==> src/rtl/muldiv_pkg.sv <==
// Shared encodings for the EX-stage multiply/divide unit.
package muldiv_pkg;

    localparam logic [1:0] OP_MULTU = 2'b00;
    localparam logic [1:0] OP_MULT  = 2'b01;
    localparam logic [1:0] OP_DIVU  = 2'b10;
    localparam logic [1:0] OP_DIV   = 2'b11;

    typedef enum logic [1:0] {
        ST_IDLE = 2'd0,
        ST_CALC = 2'd1,
        ST_FIX  = 2'd2
    } state_t;

    localparam int WIDTH_DEF = 32;

    // Counter holds iteration index 0..w-1.
    function automatic int cnt_w(input int w);
        return (w > 2) ? $clog2(w) : 1;
    endfunction

endpackage

==> src/rtl/muldiv_sign_fix.sv <==
// Conditional two's-complement negation: operand magnitude on the way in,
// sign restoration on the way out.
module muldiv_sign_fix #(
    parameter int WIDTH = 32
) (
    input  logic [WIDTH-1:0] val,
    input  logic             neg,
    output logic [WIDTH-1:0] res
);

    assign res = neg ? ('0 - val) : val;

endmodule

==> src/rtl/ex_muldiv_unit.sv <==
// Iterative MULT/MULTU/DIV/DIVU unit: one radix-2 step per cycle on magnitudes,
// sign correction and HI/LO write in a final fix-up cycle.
module ex_muldiv_unit
    import muldiv_pkg::*;
#(
    parameter int WIDTH = WIDTH_DEF
) (
    input  logic             Clk,
    input  logic             Rst_n,
    input  logic             Start,
    input  logic [1:0]       Op,
    input  logic [WIDTH-1:0] RData1_Ex,
    input  logic [WIDTH-1:0] RData2_Ex,
    input  logic             Flush,
    output logic             Busy,
    output logic             Done,
    output logic [WIDTH-1:0] Hi,
    output logic [WIDTH-1:0] Lo,
    output logic             DivByZero
);

    localparam int CW = cnt_w(WIDTH);

    state_t             state;
    logic [1:0]         op_q;
    logic [WIDTH-1:0]   a_mag, b_mag;
    logic [2*WIDTH-1:0] acc;
    logic [CW-1:0]      cnt;
    logic               sign_q, sign_r;

    logic [WIDTH-1:0]   a_abs, b_abs, quot_fix, rem_fix;
    logic [2*WIDTH-1:0] prod_fix, acc_nxt;
    logic [WIDTH:0]     mul_sum, div_tmp, div_diff;
    logic               div_ge;

    muldiv_sign_fix #(.WIDTH(WIDTH)) u_a_abs (
        .val(RData1_Ex), .neg(Op[0] & RData1_Ex[WIDTH-1]), .res(a_abs));
    muldiv_sign_fix #(.WIDTH(WIDTH)) u_b_abs (
        .val(RData2_Ex), .neg(Op[0] & RData2_Ex[WIDTH-1]), .res(b_abs));

    muldiv_sign_fix #(.WIDTH(2*WIDTH)) u_prod_fix (
        .val(acc), .neg(sign_q), .res(prod_fix));
    muldiv_sign_fix #(.WIDTH(WIDTH)) u_quot_fix (
        .val(acc[WIDTH-1:0]), .neg(sign_q), .res(quot_fix));
    muldiv_sign_fix #(.WIDTH(WIDTH)) u_rem_fix (
        .val(acc[2*WIDTH-1:WIDTH]), .neg(sign_r), .res(rem_fix));

    // acc = {partial product high, multiplier bits} for multiply,
    //       {partial remainder, dividend/quotient bits} for divide.
    assign mul_sum  = {1'b0, acc[2*WIDTH-1:WIDTH]} + {1'b0, a_mag & {WIDTH{acc[0]}}};
    assign div_tmp  = {acc[2*WIDTH-1:WIDTH], acc[WIDTH-1]};
    assign div_ge   = (div_tmp >= {1'b0, b_mag});
    assign div_diff = div_tmp - {1'b0, b_mag};
    assign acc_nxt  = op_q[1]
        ? {(div_ge ? div_diff[WIDTH-1:0] : div_tmp[WIDTH-1:0]), acc[WIDTH-2:0], div_ge}
        : {mul_sum, acc[WIDTH-1:1]};

    always_ff @(posedge Clk or negedge Rst_n) begin
        if (!Rst_n) begin
            state     <= ST_IDLE;
            op_q      <= '0;
            a_mag     <= '0;
            b_mag     <= '0;
            acc       <= '0;
            cnt       <= '0;
            sign_q    <= 1'b0;
            sign_r    <= 1'b0;
            Busy      <= 1'b0;
            Done      <= 1'b0;
            Hi        <= '0;
            Lo        <= '0;
            DivByZero <= 1'b0;
        end else begin
            Done <= 1'b0;
            if (Flush) begin
                // Squash wins over everything, including a same-cycle Start.
                state <= ST_IDLE;
                Busy  <= 1'b0;
            end else begin
                case (state)
                    ST_IDLE: if (Start) begin
                        op_q      <= Op;
                        a_mag     <= a_abs;
                        b_mag     <= b_abs;
                        acc       <= Op[1] ? {{WIDTH{1'b0}}, a_abs} : {{WIDTH{1'b0}}, b_abs};
                        sign_q    <= Op[0] & (RData1_Ex[WIDTH-1] ^ RData2_Ex[WIDTH-1]);
                        sign_r    <= Op[0] & RData1_Ex[WIDTH-1];
                        cnt       <= '0;
                        Busy      <= 1'b1;
                        DivByZero <= 1'b0;
                        state     <= ST_CALC;
                    end
                    ST_CALC: begin
                        acc <= acc_nxt;
                        cnt <= cnt + CW'(1);
                        if (cnt == CW'(WIDTH - 1))
                            state <= ST_FIX;
                    end
                    ST_FIX: begin
                        if (op_q[1]) begin
                            // Zero divisor leaves remainder = |A|, so re-signing yields raw A.
                            Lo        <= (b_mag == '0) ? '1 : quot_fix;
                            Hi        <= rem_fix;
                            DivByZero <= (b_mag == '0);
                        end else begin
                            {Hi, Lo}  <= prod_fix;
                        end
                        Done  <= 1'b1;
                        Busy  <= 1'b0;
                        state <= ST_IDLE;
                    end
                    default: state <= ST_IDLE;
                endcase
            end
        end
    end

endmodule

==> config.mk <==
export PLATFORM = sky130hd
export DESIGN_NAME = ex_muldiv_unit
export DESIGN_NICKNAME = d
export VERILOG_FILES = /design/src/rtl/muldiv_pkg.sv /design/src/rtl/muldiv_sign_fix.sv /design/src/rtl/ex_muldiv_unit.sv
export SDC_FILE = /design/constraint.sdc
export NUM_CORES = 1
export LEC_CHECK = 0
export CORE_MARGIN = 10
export CORE_UTILIZATION = 55
export CTS_BUF_LIST = sky130_fd_sc_hd__clkbuf_8
export DETAILED_ROUTE_END_ITERATION = 6
export GPL_ROUTABILITY_DRIVEN = 0
export MAX_ROUTING_LAYER = met4
export PLACE_DENSITY = 0.8
export SLEW_MARGIN = 40
export SYNTH_ARGS = -nofsm -noshare
export SYNTH_HDL_FRONTEND = slang
export SYNTH_SLANG_ARGS = --single-unit
==> constraint.sdc <==
create_clock -name Clk -period 3.4 [get_ports Clk]
set_input_delay 0.68 -clock Clk [delete_from_list [all_inputs] [get_ports Clk]]
set_output_delay 0.68 -clock Clk [all_outputs]
set_load 0.005 [all_outputs]
==> Word-level counts from Yosys, hierarchy flattened <==
Cells that the tools add are included.
{ "classes": {"n_eq_ne": 7, "muxes": 27, "magnitude_cmp": 1, "n_reduce_logical": 11, "bitwise_logic": 6, "add_sub_neg": 8} }
{ "op_table": {"columns": ["operator", "n"], "rows": [
  ["$mux 32", 9],
  ["$mux 64", 3],
  ["$pmux 64 s2", 1],
  ["$sub 1x32->32 const A", 4],
  ["$sub 1x64->64 const A", 1],
  ["$add 32x32->33", 1],
  ["$ge 33x32->1", 1],
  ["$and 32x32->32", 1],
  ["$logic_not 32->1", 1],
  ["$sub 32x32->32", 1],
  ["$pmux 5 s2", 1],
  ["$mux 1", 6],
  ["$mux 2", 3],
  ["$ne 3x3->1 const B", 2],
  ["$reduce_and 2->1", 3],
  ["$reduce_and 3->1", 2],
  ["$add 5x1->5 const B", 1],
  ["$eq 5x5->1 const B", 1],
  ["$mux 5", 1],
  ["$ne 2x2->1 const B", 2],
  ["$pmux 1 s2", 2],
  ["$pmux 2 s2", 1],
  ["$reduce_and 4->1", 1],
  ["$reduce_bool 2->1", 2],
  ["other kinds (7)", 9]
]} }
{ "totals": {"reg_bits": 206} }

==> Logic depth before layout (Yosys ltp) <==
Gate-level depths: netlist of run 1.
{ "depth": {"ltp_word": 5, "ltp_mapped": 14} }

==> Modules after synthesis <==
Synthesis of run 1 repeated with hierarchy kept, for this count alone.
{ "unflattened": {"cells_unflattened": 2222, "hier_area_um2": 17859.6} }
{ "modules_own_cells": {"columns": ["mod", "cells_per_inst", "area_each_um2", "n_inst"], "rows": [
  ["ex_muldiv_unit", 1592, 13337.8, 1],
  ["muldiv_sign_fix at u_a_abs ...", 108, 767.0, 4],
  ["muldiv_sign_fix at u_prod_fix", 198, 1453.9, 1]
]} }

==> Least setup slack after synthesis of run 1 <==
OpenSTA, ideal clock, no wires.
{ "synth_timing": {"path_kind": "register -> register", "start": "register acc[0]", "end": "register acc[58]", "t_arrival_ns": 3.245, "n_path_buf": 3, "path_stages_with_launch": 15, "required_time_ns": 3.269, "setup_ns": 0.131, "slack_ns": 0.023, "path_cell_list": "dfrtp_1 -> clkbuf_1 -> clkbuf_1 -> and2_1 -> ha_1 -> and3_1 -> clkbuf_1 -> and2_1 -> a221o_1 -> a221oi_1 -> o31ai_1 -> a21oi_1 -> o21bai_1 -> and4b_1 -> or3_1"} }
{ "synth_between": {"elab_chain_len": 4} }
{ "synth_lines": {"columns": ["element", "line", "rtl"], "rows": [
  ["start: declaration", "ex_muldiv_unit.sv:27", "logic [2*WIDTH-1:0] acc;"],
  ["start signal: assignment", "ex_muldiv_unit.sv:85", "acc <= Op[1] ? {{WIDTH{1'b0}}, a_abs} : {{WIDTH{1'b0}}, b_abs};"],
  ["start signal: assignment", "ex_muldiv_unit.sv:94", "acc <= acc_nxt;"],
  ["$and 32x32->32", "ex_muldiv_unit.sv:50", "assign mul_sum = {1'b0, acc[2*WIDTH-1:WIDTH]} + {1'b0, a_mag & {WIDTH{acc[0]}}};"],
  ["$add 32x32->33", "ex_muldiv_unit.sv:50", null],
  ["$mux 64", "ex_muldiv_unit.sv:55", "? {(div_ge ? div_diff[WIDTH-1:0] : div_tmp[WIDTH-1:0]), acc[WIDTH-2:0], div_ge}"],
  ["$pmux 64 s2", "ex_muldiv_unit.sv:80", "case (state)"]
]} }
Every way passes these cells.
A chain may end at the register's enable or synchronous reset.

==> Final worst setup path of run 1 <==
Same ends and word-level chain as after synthesis.

==> results of run 1 <==
==> where the power goes <==
group	switching [uW]	internal [uW]	leakage (uW)	total [uW]
logic	4920	3570	0.00550	8480
registers	725	2970	0.00268	3700
clock network	1060	1100	0.000397	2160
total	6700	7640	0.00857	14300
==> final timing paths <==
kind / slack (ns) / startpoint / depth (start not counted) / to
max in group asynchronous: 2.46 / Rst_n / 2 / Lo[2]
min in group Clk: 0.47 / Lo[2] / 2 / Lo[2]
max: 0.08 / acc[0] / 13 / acc[58]
min: 0.04 / Rst_n / 1 / acc[39]
max reg2reg: 0.08 / acc[0] / 13 / acc[58]
min reg2reg: 0.47 / Lo[2] / 2 / Lo[2]
==> metal layers <==
metal / track usage (%) / share of wire [%] / up-vias
met4: 16.18 / 6.0 / 0
met5: - / 0 / -
met1: 36.79 / 40 / 7523
met3: 4.954 / 10 / 231
met2: 44.42 / 44 / 990
li1: - / - / 7224
==> final cells by class <==
| type | instances | area (sq um) |
|---|---|---|
| clock buffers | 41 | 564.3 |
| fillers | 2293 | 8864 |
| repair buffers | 287 | 2569 |
| inverters | 68 | 255.2 |
| well taps | 378 | 473.0 |
| multi-input cells | 1524 | 9834 |
| flip-flops and latches | 205 | 5131 |
| clock inverters | 20 | 91.34 |
==> worst reg2reg max path: stages (launching register included) <==
cell	delay, ns
dfrtp_1	0.40
buf_12	0.16
and2_1	0.21
ha_1	0.32
a21oi_1	0.15
o21ai_0	0.13
a221o_1	0.41
a221oi_2	0.28
buf_4	0.16
o31ai_1	0.08
a21oi_1	0.21
o21bai_1	0.12
and4b_1	0.21
or3_1	0.36
==> cell usage in the layout, fill, tap and decap left out, types with 6 or more instances in the layout <==
master | Yosys | layout
nand2_1 | 251 | 246
ha_1 | 70 | 66
a211oi_1 | 18 | 16
a31oi_1 | 12 | 11
a21o_1 | 37 | 37
buf_12 | 0 | 6
mux2i_1 | 68 | 68
or3_1 | 19 | 19
a22o_1 | 12 | 12
inv_1 | 68 | 83
nor3_1 | 32 | 30
o21ai_1 | 6 | 6
a211o_1 | 6 | 6
o21a_1 | 12 | 12
nand2b_1 | 23 | 23
o21ai_0 | 231 | 230
dfrtp_1 | 205 | 204
nor4_1 | 23 | 22
and3_1 | 13 | 13
o31ai_1 | 26 | 26
nor2b_1 | 10 | 8
o211ai_1 | 18 | 18
o21bai_1 | 12 | 12
xor2_1 | 70 | 70
xnor2_1 | 98 | 98
a22oi_1 | 16 | 16
clkbuf_8 | 0 | 42
and2_1 | 41 | 40
nand3_1 | 25 | 25
o221ai_1 | 8 | 8
a21oi_1 | 155 | 150
nand4_1 | 13 | 13
or4_1 | 7 | 7
clkdlybuf4s50_1 | 0 | 134
or2_2 | 6 | 6
o41ai_1 | 7 | 6
buf_4 | 0 | 145
nor2_1 | 120 | 118
==> timing repair <==
action | in CTS | in global routing
buffers inserted | 0 | 5
pin swaps | 0 | 11
gates resized for setup | 1 | 36
endpoints found under the setup margin | 1 | 20
hold buffers | 0 | 0
==> metrics by stage <==
step	total power (uW)	hold slack (ns)
after floorplan	9055	0.3844
after global placement	11410	0.4541
after detailed placement	11670	0.4612
after CTS	13890	0.04307
after global routing	15170	0.05841
final	14340	0.04065
==> cells by family after synthesis <==
logic type      synth area share (%)
compound gates                 23.94
xor+xnor                       9.515
fa+ha+maj                      5.922
buf+inv                        4.442
flops                          33.17
mux                            4.474
simple gates                   18.54
==> state kept, by name, summed over array words and instances (netlist names), 2 cells and up <==
register,cells
Hi,32
state,2
acc,64
b_mag,32
a_mag,32
cnt,5
Lo,32
==> impl_metrics.csv, run 1 <==
group,metric,value,unit
run_status,status,"finished with violations",
run_status,violations,"DRC",
finish,area_delta_synth_final,22.33,%
global_route,antenna_found_initial,0,
global_route,grt-ovfl-total,0,
route,drt-initial-drc-count,1759,
clock_network,root_buffer,"clkbuf_8",
yosys,synthArstFlopShare,100.0,%
global_route,grt_pass1_vias,15540,
placed_design,placed_area,18060,sq um
route,routedWlPerCell,20.66,microns
clock_network,clk_path_buf_depth,3,
die,die_h,187.7,microns
run,max_cap_violations,0,
yosys,yosysTopAreaCellShare,33.17,%
power,power_density,758.2,nW/um^2
finish,stdcell_count,2523,
clock_network,cts_sinks,205,
critical_path,cp.required,3.82,ns
timing,setup_tns,0,ns
yosys,yosysWarnings,0,
critical_path,worstPathMaxFanout,30,
die,floorplan.io_pins,137,
clock_network,h-tree-depth,2,
finish,drive_above_1_share,11.70,%
yosys,synth-seq-area-share,33.17,%
die,core_area,27780,sq um
route,drc,3,
finish,utilization,68.10,%
timing,period_share,97.68,%
yosys,synth_area,15460,sq um
yosys,avgSynthCellArea,8.105,sq um
power,max-vdd-ir-drop,0.0003882,V
yosys,synth.distinct_cells,72,
timing,layout_setup_ws,0.07897,ns
timing,final.setup_skew,0.03916,ns
power,power_leakage,0.008573,uW
finish,nNetsFinal,2265,
yosys,syn-instance-count,1908,
die,die_w,187.7,microns
clock_network,cts_tree,"yes",
critical_path,path_buf_inv,2,
critical_path,crit_arrival,3.74,ns
placed_design,dp_cells,2457,
placed_design,place.port_buffers,136,
route,wl,52.11,mm
hold_path,hold_path_class,"input port to asynchronous set/reset pin",
yosys,ys_seq_elements,205,
yosys,synth.most_common_cell,"nand2_1",
die,fp-row-count,61,
die,initial_core_util,55.67,%
route,ant_nets,0,
timing,setup_viol,0,
global_route,grt_util_all_layers,29.34,%
yosys,yosys.area.top_type,"dfrtp_1",
clock_network,path_clk_slew,0.08,ns
finish,antenna_cells,0,
critical_path,slowest_delay,0.41,ns
critical_path,worstSetupStartpointType,"flip-flop",
global_route,grt_pass1_wl,82.27,mm
yosys,synth_edf_count,0,
route,first_pass_iters,7,
timing,slew_violations,0,
route,vias_per_cell,6.329,
clock_network,worstSkewPairLatency,0.56,ns
placed_design,dp_hpwl,39.87,mm
critical_path,critPathKind,"flip-flop to flip-flop",
finish,final_area,18920,sq um
critical_path,crit_top_cell,"a21oi_1",
yosys,synth_common_cells,"251 x nand2_1, 231 x o21ai_0, 205 x dfrtp_1, 155 x a21oi_1, 120 x nor2_1",
critical_path,cpMaxStageDelayCell,"a221o_1",
critical_path,crit_family,"compound AO/OA/AOI/OAI gates",
route,vias,15970,
yosys,synth_ff_type,"dfrtp_1",
timing,min_period,3.321,ns
yosys,yosys-top-cells-area,"dfrtp_1 33%, o21ai_0 7.5%, nand2_1 6.1%",
yosys,syn_nets,2050,
timing,max_freq,0.3011,GHz
timing,max_slew_margin,41.72,%
die,dieArea,35230,sq um
timing,tightest_slew,0.8709,ns
clock_network,cts_buffers,37,
placed_design,place_ws,-0.1206,ns
critical_path,path_cells,"buf_12 -> and2_1 -> ha_1 -> a21oi_1 -> o21ai_0 -> a221o_1 -> a221oi_2 -> buf_4 -> o31ai_1 -> a21oi_1 -> o21bai_1 -> and4b_1 -> or3_1",
critical_path,end_kind,"flip-flop",
timing,final-hold-violation-count,0,
global_route,grt_max_degree,76,
No activity file was read; power rests on OpenSTA's default activity.
==> inputs of run 2 (changes only) <==
--- a/config.mk
+++ b/config.mk
@@ -5,6 +5,7 @@
 export SDC_FILE = /design/constraint.sdc
 export NUM_CORES = 1
 export LEC_CHECK = 0
+export ABC_CLOCK_PERIOD_IN_PS = 3400
 export CORE_MARGIN = 10
 export CORE_UTILIZATION = 55
 export CTS_BUF_LIST = sky130_fd_sc_hd__clkbuf_8
==> results of run 2 <==
No change in the layout: final DEF, timing and power equal those of run 1.
